[config.mk]
export PLATFORM = sky130hd
export DESIGN_NAME = mfp_ahb_uart_tx_flat
export DESIGN_NICKNAME = d
export VERILOG_FILES = /design/src/rtl/mfp_ahb_uart_tx_pkg.sv /design/src/rtl/mfp_ahb_uart_tx_if.sv /design/src/rtl/mfp_uart_tx_fifo.sv /design/src/rtl/mfp_ahb_uart_tx.sv /design/src/flat_wrapper.sv
export SDC_FILE = /design/constraint.sdc
export NUM_CORES = 1
export LEC_CHECK = 0
export ABC_AREA = 1
export CAP_MARGIN = 15
export CORE_AREA = 2 2 144 174
export DETAILED_ROUTE_END_ITERATION = 6
export DIE_AREA = 0 0 146 176
export SLEW_MARGIN = 20
export SYNTH_ARGS = -nofsm -noshare
export SYNTH_HDL_FRONTEND = slang
export SYNTH_SLANG_ARGS = --single-unit
[constraint.sdc]
create_clock -name HCLK -period 6.35 [get_ports HCLK]
set_input_delay 1.5875 -clock HCLK [delete_from_list [all_inputs] [get_ports HCLK]]
set_output_delay 1.5875 -clock HCLK [all_outputs]
set_load 0.005 [all_outputs]
[src/rtl/mfp_ahb_uart_tx_pkg.sv]
// Shared constants for the AHB UART transmitter: register word offsets, STATUS bit positions, FSM encoding.
// Optional parity support is selected with MFP_UART_TX_PARITY_EN.
package mfp_ahb_uart_tx_pkg;

  localparam logic [1:0] MFP_UART_TX_DATA   = 2'd0;
  localparam logic [1:0] MFP_UART_TX_STATUS = 2'd1;
  localparam logic [1:0] MFP_UART_TX_BAUD   = 2'd2;

  localparam int STAT_BUSY    = 0;
  localparam int STAT_FULL    = 1;
  localparam int STAT_EMPTY   = 2;
  localparam int STAT_OVF     = 3;
  localparam int STAT_CNT_LSB = 4;

  typedef enum logic [2:0] {
    ST_IDLE   = 3'd0,
    ST_START  = 3'd1,
    ST_DATA   = 3'd2,
    ST_STOP   = 3'd3,
    ST_PARITY = 3'd4
  } tx_state_e;

endpackage

[src/rtl/mfp_ahb_uart_tx_if.sv]
// AHB-Lite slave-side bus bundle for the UART transmitter.
interface mfp_ahb_uart_tx_if;
  // Handshake: an address phase is valid when HSEL & HTRANS[1] & HREADY; the slave is always
  // ready (zero wait states), so HWDATA/HRDATA belong to the cycle right after a valid address phase.
  logic        HSEL;
  logic [31:0] HADDR;
  logic [1:0]  HTRANS;
  logic        HWRITE;
  logic        HREADY;
  logic [31:0] HWDATA;
  logic [31:0] HRDATA;

  modport master (output HSEL, HADDR, HTRANS, HWRITE, HREADY, HWDATA, input HRDATA);
  modport slave  (input HSEL, HADDR, HTRANS, HWRITE, HREADY, HWDATA, output HRDATA);
endinterface

[src/rtl/mfp_uart_tx_fifo.sv]
// Synchronous byte FIFO; dout is valid while not empty, push and pop may coincide (also when full).
module mfp_uart_tx_fifo #(
  parameter int DEPTH = 8,
  localparam int AW = $clog2(DEPTH)
) (
  input  logic        i_clk,
  input  logic        i_rst,
  input  logic        i_push,
  input  logic        i_pop,
  input  logic [7:0]  i_din,
  output logic [7:0]  o_dout,
  output logic [AW:0] o_count,
  output logic        o_full,
  output logic        o_empty
);

  logic [7:0]    r_mem [DEPTH];
  logic [AW-1:0] r_wr_ptr;
  logic [AW-1:0] r_rd_ptr;
  logic [AW:0]   r_count;
  logic          w_push_ok;
  logic          w_pop_ok;

  assign o_full    = (r_count == (AW+1)'(DEPTH));
  assign o_empty   = (r_count == '0);
  assign o_count   = r_count;
  assign o_dout    = r_mem[r_rd_ptr];
  assign w_pop_ok  = i_pop & ~o_empty;
  assign w_push_ok = i_push & (~o_full | w_pop_ok);

  always_ff @(posedge i_clk) begin
    if (w_push_ok) r_mem[r_wr_ptr] <= i_din;
  end

  always_ff @(posedge i_clk) begin
    if (i_rst) begin
      r_wr_ptr <= '0;
      r_rd_ptr <= '0;
      r_count  <= '0;
    end else begin
      if (w_push_ok) r_wr_ptr <= r_wr_ptr + AW'(1);
      if (w_pop_ok)  r_rd_ptr <= r_rd_ptr + AW'(1);
      r_count <= r_count + (AW+1)'(w_push_ok) - (AW+1)'(w_pop_ok);
    end
  end

endmodule

[src/rtl/mfp_ahb_uart_tx.sv]
// AHB-Lite UART transmitter: 8-entry FIFO feeding an 8N1 LSB-first serial engine with programmable divisor.
// Define MFP_UART_TX_PARITY_EN to add BAUDDIV[16] parity enable / [17] odd parity and a PARITY bit.
module mfp_ahb_uart_tx
  import mfp_ahb_uart_tx_pkg::*;
#(
  parameter int          FIFO_DEPTH = 8,
  parameter logic [15:0] DIV_RESET  = 16'd433
) (
  input  logic               HCLK,
  input  logic               HRESET,
  mfp_ahb_uart_tx_if.slave   bus,
  output logic               UART_TX,
  output logic               TX_IRQ,
  output tx_state_e          o_dbg_state
);

  localparam int AW = $clog2(FIFO_DEPTH);

  logic        r_wr_pend;
  logic [1:0]  r_addr;
  logic [15:0] r_baud;
  logic        r_ovf;
  tx_state_e   r_state;
  logic [15:0] r_cnt;
  logic [2:0]  r_bit;
  logic [7:0]  r_shift;
  logic        r_tx;
  logic        r_irq;
`ifdef MFP_UART_TX_PARITY_EN
  logic        r_par_en_cfg;
  logic        r_par_odd_cfg;
  logic        r_par_en;
  logic        r_par_bit;
`endif

  logic        w_addr_phase;
  logic        w_push;
  logic        w_pop;
  logic        w_tick;
  logic [7:0]  w_dout;
  logic [AW:0] w_count;
  logic        w_full;
  logic        w_empty;
  logic [31:0] w_rdata;
  logic        w_unused;

  assign w_addr_phase = bus.HSEL & bus.HTRANS[1] & bus.HREADY;
  assign w_push       = r_wr_pend & (r_addr == MFP_UART_TX_DATA);
  assign w_tick       = (r_cnt == 16'd0);
  // The engine pops only from IDLE or at the end of a STOP bit, which is what makes frames contiguous.
  assign w_pop        = ((r_state == ST_IDLE) | ((r_state == ST_STOP) & w_tick)) & ~w_empty;

  mfp_uart_tx_fifo #(.DEPTH(FIFO_DEPTH)) u_fifo (
    .i_clk   (HCLK),
    .i_rst   (HRESET),
    .i_push  (w_push),
    .i_pop   (w_pop),
    .i_din   (bus.HWDATA[7:0]),
    .o_dout  (w_dout),
    .o_count (w_count),
    .o_full  (w_full),
    .o_empty (w_empty)
  );

  always_ff @(posedge HCLK) begin
    if (HRESET) begin
      r_wr_pend <= 1'b0;
      r_addr    <= 2'd0;
      r_baud    <= DIV_RESET;
      r_ovf     <= 1'b0;
`ifdef MFP_UART_TX_PARITY_EN
      r_par_en_cfg  <= 1'b0;
      r_par_odd_cfg <= 1'b0;
`endif
    end else begin
      r_wr_pend <= w_addr_phase & bus.HWRITE;
      if (w_addr_phase) r_addr <= bus.HADDR[3:2];
      if (r_wr_pend && r_addr == MFP_UART_TX_BAUD) begin
        r_baud <= bus.HWDATA[15:0];
`ifdef MFP_UART_TX_PARITY_EN
        r_par_en_cfg  <= bus.HWDATA[16];
        r_par_odd_cfg <= bus.HWDATA[17];
`endif
      end
      if (w_push && w_full && !w_pop) r_ovf <= 1'b1;
      else if (r_wr_pend && r_addr == MFP_UART_TX_STATUS && bus.HWDATA[STAT_OVF]) r_ovf <= 1'b0;
    end
  end

  always_comb begin
    w_rdata = 32'd0;
    case (r_addr)
      MFP_UART_TX_STATUS: begin
        w_rdata[STAT_BUSY]  = (r_state != ST_IDLE);
        w_rdata[STAT_FULL]  = w_full;
        w_rdata[STAT_EMPTY] = w_empty;
        w_rdata[STAT_OVF]   = r_ovf;
        w_rdata[STAT_CNT_LSB +: 5] = 5'(w_count);
      end
      MFP_UART_TX_BAUD: begin
        w_rdata[15:0] = r_baud;
`ifdef MFP_UART_TX_PARITY_EN
        w_rdata[17:16] = {r_par_odd_cfg, r_par_en_cfg};
`endif
      end
      default: ;
    endcase
  end

  assign bus.HRDATA = w_rdata;

  always_ff @(posedge HCLK) begin
    if (HRESET) begin
      r_state <= ST_IDLE;
      r_tx    <= 1'b1;
      r_irq   <= 1'b1;
      r_cnt   <= 16'd0;
      r_bit   <= 3'd0;
      r_shift <= 8'd0;
`ifdef MFP_UART_TX_PARITY_EN
      r_par_en  <= 1'b0;
      r_par_bit <= 1'b0;
`endif
    end else begin
      r_irq <= w_empty & (r_state == ST_IDLE);
      if (!w_tick && r_state != ST_IDLE) r_cnt <= r_cnt - 16'd1;
      if (w_pop) begin
        // Parity configuration is frozen per frame at the moment the byte is loaded.
        r_state <= ST_START;
        r_tx    <= 1'b0;
        r_shift <= w_dout;
        r_cnt   <= r_baud;
`ifdef MFP_UART_TX_PARITY_EN
        r_par_en  <= r_par_en_cfg;
        r_par_bit <= (^w_dout) ^ r_par_odd_cfg;
`endif
      end else begin
        case (r_state)
          ST_IDLE: r_tx <= 1'b1;
          ST_START: if (w_tick) begin
            r_state <= ST_DATA;
            r_bit   <= 3'd0;
            r_tx    <= r_shift[0];
            r_cnt   <= r_baud;
          end
          ST_DATA: if (w_tick) begin
            r_cnt <= r_baud;
            if (r_bit == 3'd7) begin
`ifdef MFP_UART_TX_PARITY_EN
              if (r_par_en) begin
                r_state <= ST_PARITY;
                r_tx    <= r_par_bit;
              end else begin
                r_state <= ST_STOP;
                r_tx    <= 1'b1;
              end
`else
              r_state <= ST_STOP;
              r_tx    <= 1'b1;
`endif
            end else begin
              r_bit   <= r_bit + 3'd1;
              r_shift <= r_shift >> 1;
              r_tx    <= r_shift[1];
            end
          end
`ifdef MFP_UART_TX_PARITY_EN
          ST_PARITY: if (w_tick) begin
            r_state <= ST_STOP;
            r_tx    <= 1'b1;
            r_cnt   <= r_baud;
          end
`endif
          ST_STOP: if (w_tick) begin
            r_state <= ST_IDLE;
            r_tx    <= 1'b1;
          end
          default: r_state <= ST_IDLE;
        endcase
      end
    end
  end

  assign UART_TX     = r_tx;
  assign TX_IRQ      = r_irq;
  assign o_dbg_state = r_state;

`ifdef MFP_UART_TX_PARITY_EN
  assign w_unused = &{1'b0, bus.HADDR[31:4], bus.HADDR[1:0], bus.HTRANS[0], bus.HWDATA[31:18]};
`else
  assign w_unused = &{1'b0, bus.HADDR[31:4], bus.HADDR[1:0], bus.HTRANS[0], bus.HWDATA[31:16]};
`endif

endmodule

[src/flat_wrapper.sv]
// flat-port wrapper written by rule: the top's interface ports become plain ports
module mfp_ahb_uart_tx_flat import mfp_ahb_uart_tx_pkg::*;
#(
  parameter int          FIFO_DEPTH = 8,
  parameter logic [15:0] DIV_RESET  = 16'd433
)
  (HCLK, HRESET, UART_TX, TX_IRQ, o_dbg_state, bus_HSEL, bus_HADDR, bus_HTRANS, bus_HWRITE, bus_HREADY, bus_HWDATA, bus_HRDATA);
  mfp_ahb_uart_tx_if bus_i ();
  input  logic HCLK;
  input  logic HRESET;
  output logic UART_TX;
  output logic TX_IRQ;
  output tx_state_e o_dbg_state;
  input wire logic [$bits(bus_i.HSEL)-1:0] bus_HSEL;
  input wire logic [$bits(bus_i.HADDR)-1:0] bus_HADDR;
  input wire logic [$bits(bus_i.HTRANS)-1:0] bus_HTRANS;
  input wire logic [$bits(bus_i.HWRITE)-1:0] bus_HWRITE;
  input wire logic [$bits(bus_i.HREADY)-1:0] bus_HREADY;
  input wire logic [$bits(bus_i.HWDATA)-1:0] bus_HWDATA;
  output wire logic [$bits(bus_i.HRDATA)-1:0] bus_HRDATA;
  assign bus_i.HSEL = bus_HSEL;
  assign bus_i.HADDR = bus_HADDR;
  assign bus_i.HTRANS = bus_HTRANS;
  assign bus_i.HWRITE = bus_HWRITE;
  assign bus_i.HREADY = bus_HREADY;
  assign bus_i.HWDATA = bus_HWDATA;
  assign bus_HRDATA = bus_i.HRDATA;
  mfp_ahb_uart_tx #(.FIFO_DEPTH(FIFO_DEPTH), .DIV_RESET(DIV_RESET)) u_core (.HCLK(HCLK), .HRESET(HRESET), .bus(bus_i), .UART_TX(UART_TX), .TX_IRQ(TX_IRQ), .o_dbg_state(o_dbg_state));
endmodule
=== After elaboration in Yosys (flattened, before gate mapping) ===
Memory sizes are Yosys's and may differ from the RTL's. A register that Yosys moved wholly into a read port is not among the register bits.
Cells that the tools add are included.

* Bits in registers: 62
* Input bits: 71
* Word-level logic and storage cells: 110
* Bits in writable memories: 64
* Memories kept: 1
* Output and inout bits: 37

{| class="wikitable"
|+ Memories
! name !! words !! bits a word !! rd ports !! clocked after Yosys merged registers in !! wr ports !! line !! source
|-
| u_core.u_fifo.r_mem || 8 || 8 || 1 || 1 || 1 || mfp_uart_tx_fifo.sv:17 || <nowiki>logic [7:0] r_mem [DEPTH];</nowiki>
|}

* $add $sub $neg: 6
* Equality and inequality tests: 18
* Muxes and demuxes: 31
* Reduce and logical (&&, ||, !) cells: 25
* Bitwise operators: 15

{| class="wikitable"
|+ Operators by type and width
! kind !! number
|-
| two-way mux 16 bit || 4
|-
| two-way mux 8 bit || 4
|-
| two-way mux 3 bit || 8
|-
| one-hot mux 9 bit (2 select lines) || 1
|-
| zero test 16 bit || 1
|-
| subtractor 16 x 1 -> 16 bit (second input constant) || 1
|-
| AND reduction 5 bit || 3
|-
| != test 3 x 2 -> 1 bit (second input constant) || 4
|-
| one-hot mux 3 bit (4 select lines) || 1
|-
| two-way mux 1 bit || 10
|-
| adder 3 x 1 -> 3 bit (second input constant) || 3
|-
| AND 1 bit || 9
|-
| != test 2 x 1 -> 1 bit (second input constant) || 4
|-
| nonzero test 2 bit || 4
|-
| two-way mux 7 bit || 1
|-
| equality test 3 x 2 -> 1 bit (second input constant) || 2
|-
| logical AND 1 bit || 6
|-
| != test 2 bit (second input constant) || 3
|-
| one-hot mux 3 bit (2 select lines) || 1
|-
| nonzero test 5 bit || 1
|-
| adder 4 x 1 -> 4 bit || 1
|-
| equality test 4 bit (second input constant) || 1
|-
| zero test 4 bit || 1
|-
| inverter 1 bit || 4
|-
| 14 further kinds || 17
|}

=== Longest topological paths before layout ===
* Depth after elaboration: 9
* Gate-level depth with buffers: 18
* Mapped depth without buffers: 18

=== Modules after synthesis ===
A second synthesis with hierarchy kept.

* Cells, all modules: 805
* Area total of the unflattened synthesis: 6436.2 µm²

{| class="wikitable"
|+ By module, submodules not included
! module !! cells an instance !! seq. area each (µm²) !! instances !! area each (µm²)
|-
| mfp_ahb_uart_tx || 517 || 1021.0 || 1 || 3225.6
|-
| mfp_uart_tx_fifo || 288 || 2182.1 || 1 || 3210.6
|}

=== Worst setup path before layout ===
Ideal clock, no wire load.

* Path kind: register -> output
* Start point: reg u_core.r_addr[0]
* End point: out bus_HRDATA[5]
* Stages on the path, launching flop included: 7
* Setup slack: 3.610 ns
* Arrival time: 1.152 ns
* Path buffers: 2
* Data required time: 4.762 ns
* Cells stage by stage: dfxtp_1 -> inv_1 -> ha_1 -> buf_2 -> clkbuf_1 -> nand2_1 -> a21oi_1

* Longest elaborated chain between the ends: 2
* Elaborated cells on any way between the ends: 3
* Classes of those cells: eq/ne: 2; mux: 1

{| class="wikitable"
|+ Ends and longest elaborated chain
! element !! line !! source
|-
| from (decl) || mfp_ahb_uart_tx.sv:20 || <nowiki>logic [1:0] r_addr;</nowiki>
|-
| from (signal assigned) || mfp_ahb_uart_tx.sv:77 || <nowiki>if (w_addr_phase) r_addr <= bus.HADDR[3:2];</nowiki>
|-
| equality test 2 bit or equality test 2 x 1 -> 1 bit (tied branches) || mfp_ahb_uart_tx.sv:92 || <nowiki>case (r_addr)</nowiki>
|-
| one-hot mux 9 bit (2 select lines) * || mfp_ahb_uart_tx.sv:92 ||
|-
| to (decl) || flat_wrapper.sv:20 || <nowiki>output wire logic [$bits(bus_i.HRDATA)-1:0] bus_HRDATA;</nowiki>
|}

Every way passes the cells marked *; elsewhere a longest branch is shown, timed or not.

=== Worst setup path after layout ===
* Start point: reg u_core.r_addr[0]
* End point: out bus_HRDATA[4]

Same word-level chain as after synthesis.

==> impl_metrics.csv <==
group,metric,value,unit
status,outcome,"finished, final reports clean",
timing,drv_slew,0,
synth,synth_flop_cell,"edfxtp_1",
floorplanning,core-area,23900,sq um
setup_path,cpMaxStageDelayCell,"ha_1",
synth,syn_area_per_cell,8.49,sq um
floorplanning,rows,62,
layout,utilization,30.7,%
global_route,grt_pass1_wl,22.2,mm
clock_network,ctsResizeCount,0,
timing,worstMarginPinSlew,981,ps
setup_path,critPathCaptureType,"output port",
synth,synth.yosys.seq_area_share,52.3,%
global_route,antenna_found_initial,0,
synth,synth_common_cells,"nor2_1, nand2_1, dfxtp_1, edfxtp_1, o21ai_0",
clock_network,postCtsSetupRepairBufs,0,
layout,nets,849,
setup_path,cp_max_fo,17,
layout,fin_area,7330,sq um
layout,area_growth,19.8,%
synth,async_flop_share,0,%
timing,setup_viol,0,
synth,yosysTopAreaCell,"edfxtp_1",
clock_network,clk_pin_slew,50,ps
setup_path,setup.worst_path.class,"reg2out",
setup_path,slowest_delay,610,ps
global_route,grt_overflow_total,0,
floorplanning,die_area,25700,sq um
synth,yosys.area.top_type_share,31.4,%
pwr,totalPowerFinal,3.09,mW
global_route,grt_use_total,10.8,%
place,numPortBuffers,43,
clock_network,postCtsHoldBufs,0,
clock_network,clock-sinks,128,
route,wl_per_cell,12.4,microns
timing,maxSlewHeadroom,34.5,%
route,ant_nets,0,
synth,yosysWarnings,0,
clock_network,root_buffer,"clkbuf_16",
clock_network,clk_latency,420,ps
route,wirelength,13.6,mm
clock_network,clk_path_buf_depth,2,
place,dpl.hpwl,9.48,mm
place,postPlaceCellArea,6760,sq um
timing,finalCritPeriodShare,62.2,%
timing,rsz0062_at_grt,"false",
setup_path,start_kind,"register",
layout,final_layout_size_suffix_gt1_share,7.14,%
timing,hold_viol_final,0,
route,first_pass_iters,4,
global_route,grt_pass1_vias,4449,
clock_network,cts.htree.levels,4,
route,via_per_inst,4.31,
setup_path,worstPathArrival,2360,ps
clock_network,cts_buffers,17,
global_route,grt_start_max_net_pins,38,
pwr,leakage,2.85,nW
floorplanning,start_util,25.6,%
floorplanning,die_x,146,microns
worst_hold_path,hold_class,"reg2reg",
synth,ys_ff_latch,128,
synth,synth_area_leaders,"edfxtp_1, dfxtp_1, nor2_1",
timing,setup_tns,0,ps
job,maxCapViolations,0,
synth,syn_inst,721,
timing,fin_skew,8.79,ps
setup_path,cp_cell_sequence,"inv_1 -> ha_1 -> nand2_1 -> a21oi_1 -> clkdlybuf4s50_1",
floorplanning,num_io_pins,108,
setup_path,rrSetupSlack,3510,ps
layout,num_antenna_cells,0,
pwr,ir_drop,169,uV
synth,synth_edf_count,64,
route,drc,0,
setup_path,worstPathRequired,4760,ps
synth,synth_most_common_cell,"nor2_1",
timing,clock.fmax,253,MHz
timing,min_period,3950,ps
synth,synth_area,6120,sq um
pwr,power_per_cell_area,421,nW/um^2
route,via_count,4695,
place,pre_cts_slack,2670,ps
timing,layout_setup_ws,2400,ps
place,gp_congestion,0.842,
route,drt_iter0_drc,289,
clock_network,cts_tree,"done",
floorplanning,fp.dieH,176,microns
synth,synth_cell_types,38,
-- report_power, final --
part           internal [mW]  leakage (nW)  switching [mW]
Sequential             0.956          1.10          0.0763
Combinational          0.381          1.48           0.734
Clock                  0.575         0.269           0.368
Total                   1.91          2.85            1.18
-- routing by layer --
layer  vias up  track usage [%]  routed length [microns]
met4         0             3.68                      150
met1      2175             13.4                     6100
met5         -                0                        0
met3        16             3.10                      623
met2        94             18.2                     6680
li1       2410                -                        -
-- cells in the final DEF, fill, tap and decap left out, types with 11 or more instances in the layout --
cell,count
nand2_1,122
xor2_1,11
clkbuf_16,17
clkdlybuf4s50_1,43
o21ai_0,60
dfxtp_1,64
nand3_1,50
conb_1,17
edfxtp_1,64
ha_1,20
a21oi_1,27
nor2_1,153
o21ai_1,13
inv_1,50
-- flip-flops by register name, indices dropped and copies added (netlist names), named ones only --
register	cells
u_core.r_baud	16
u_core.o_dbg_state	2
u_core.u_fifo.r_rd_ptr	3
u_core.u_fifo.r_wr_ptr	3
u_core.TX_IRQ	1
u_core.r_ovf	1
u_core.r_shift	8
u_core.r_addr	2
u_core.r_bit	3
u_core.r_wr_pend	1
u_core.r_cnt	16
u_core.UART_TX	1
u_core.u_fifo.o_count	4
u_core.u_fifo.r_mem	64
-- final cells by class --
cell class	instances	area, sq um
Tap cell	320	400
Sequential cell	128	3200
Clock inverter	14	144
Fill cell	2554	16600
Multi-Input combinational cell	508	2480
Inverter	57	226
Clock buffer	18	429
Timing Repair Buffer	45	445
-- cells by family (layout without fill, tap and decap cells) --
kind of cell,count (synthesis),in the layout,synth area share (%)
AND/OR/NAND/NOR,350,350,24.3
buffers and inverters,101,134,8.09
XOR/XNOR,12,12,1.72
AO/OA/AOI/OAI,108,108,9.09
adder cells (fa/ha/maj),21,21,4.41
other,1,17,0.0613
flip-flops,128,128,52.3
-- worst max-delay path, delay by kind of cell, from the launching register on --
kind | cells | cell delay, ps
adder cells (fa/ha/maj) | 1 | 610
buffers and inverters | 2 | 660
AND/OR/NAND/NOR | 1 | 110
flip-flops | 1 | 310
AO/OA/AOI/OAI | 1 | 250
-- stage by stage --
stage / cells / hold slack [ps]
floorplan: 737 / 444
global placement: 1058 / 458
detailed placement: 1058 / 462
CTS: 1090 / 470
global route: 1090 / 503
finish: 1090 / 471
-- final timing paths --
| path | start | to | depth (start not counted) |
|---|---|---|---|
| max | u_core.r_addr[0] | bus_HRDATA[4] | 5 |
| min | u_core.r_bit[1] | u_core.r_bit[1] | 2 |
| max reg2reg | u_core.r_cnt[0] | u_core.u_fifo.r_mem[3][6] | 12 |
| min reg2reg | u_core.r_bit[1] | u_core.r_bit[1] | 2 |
Power figures use the tool's default switching activity.
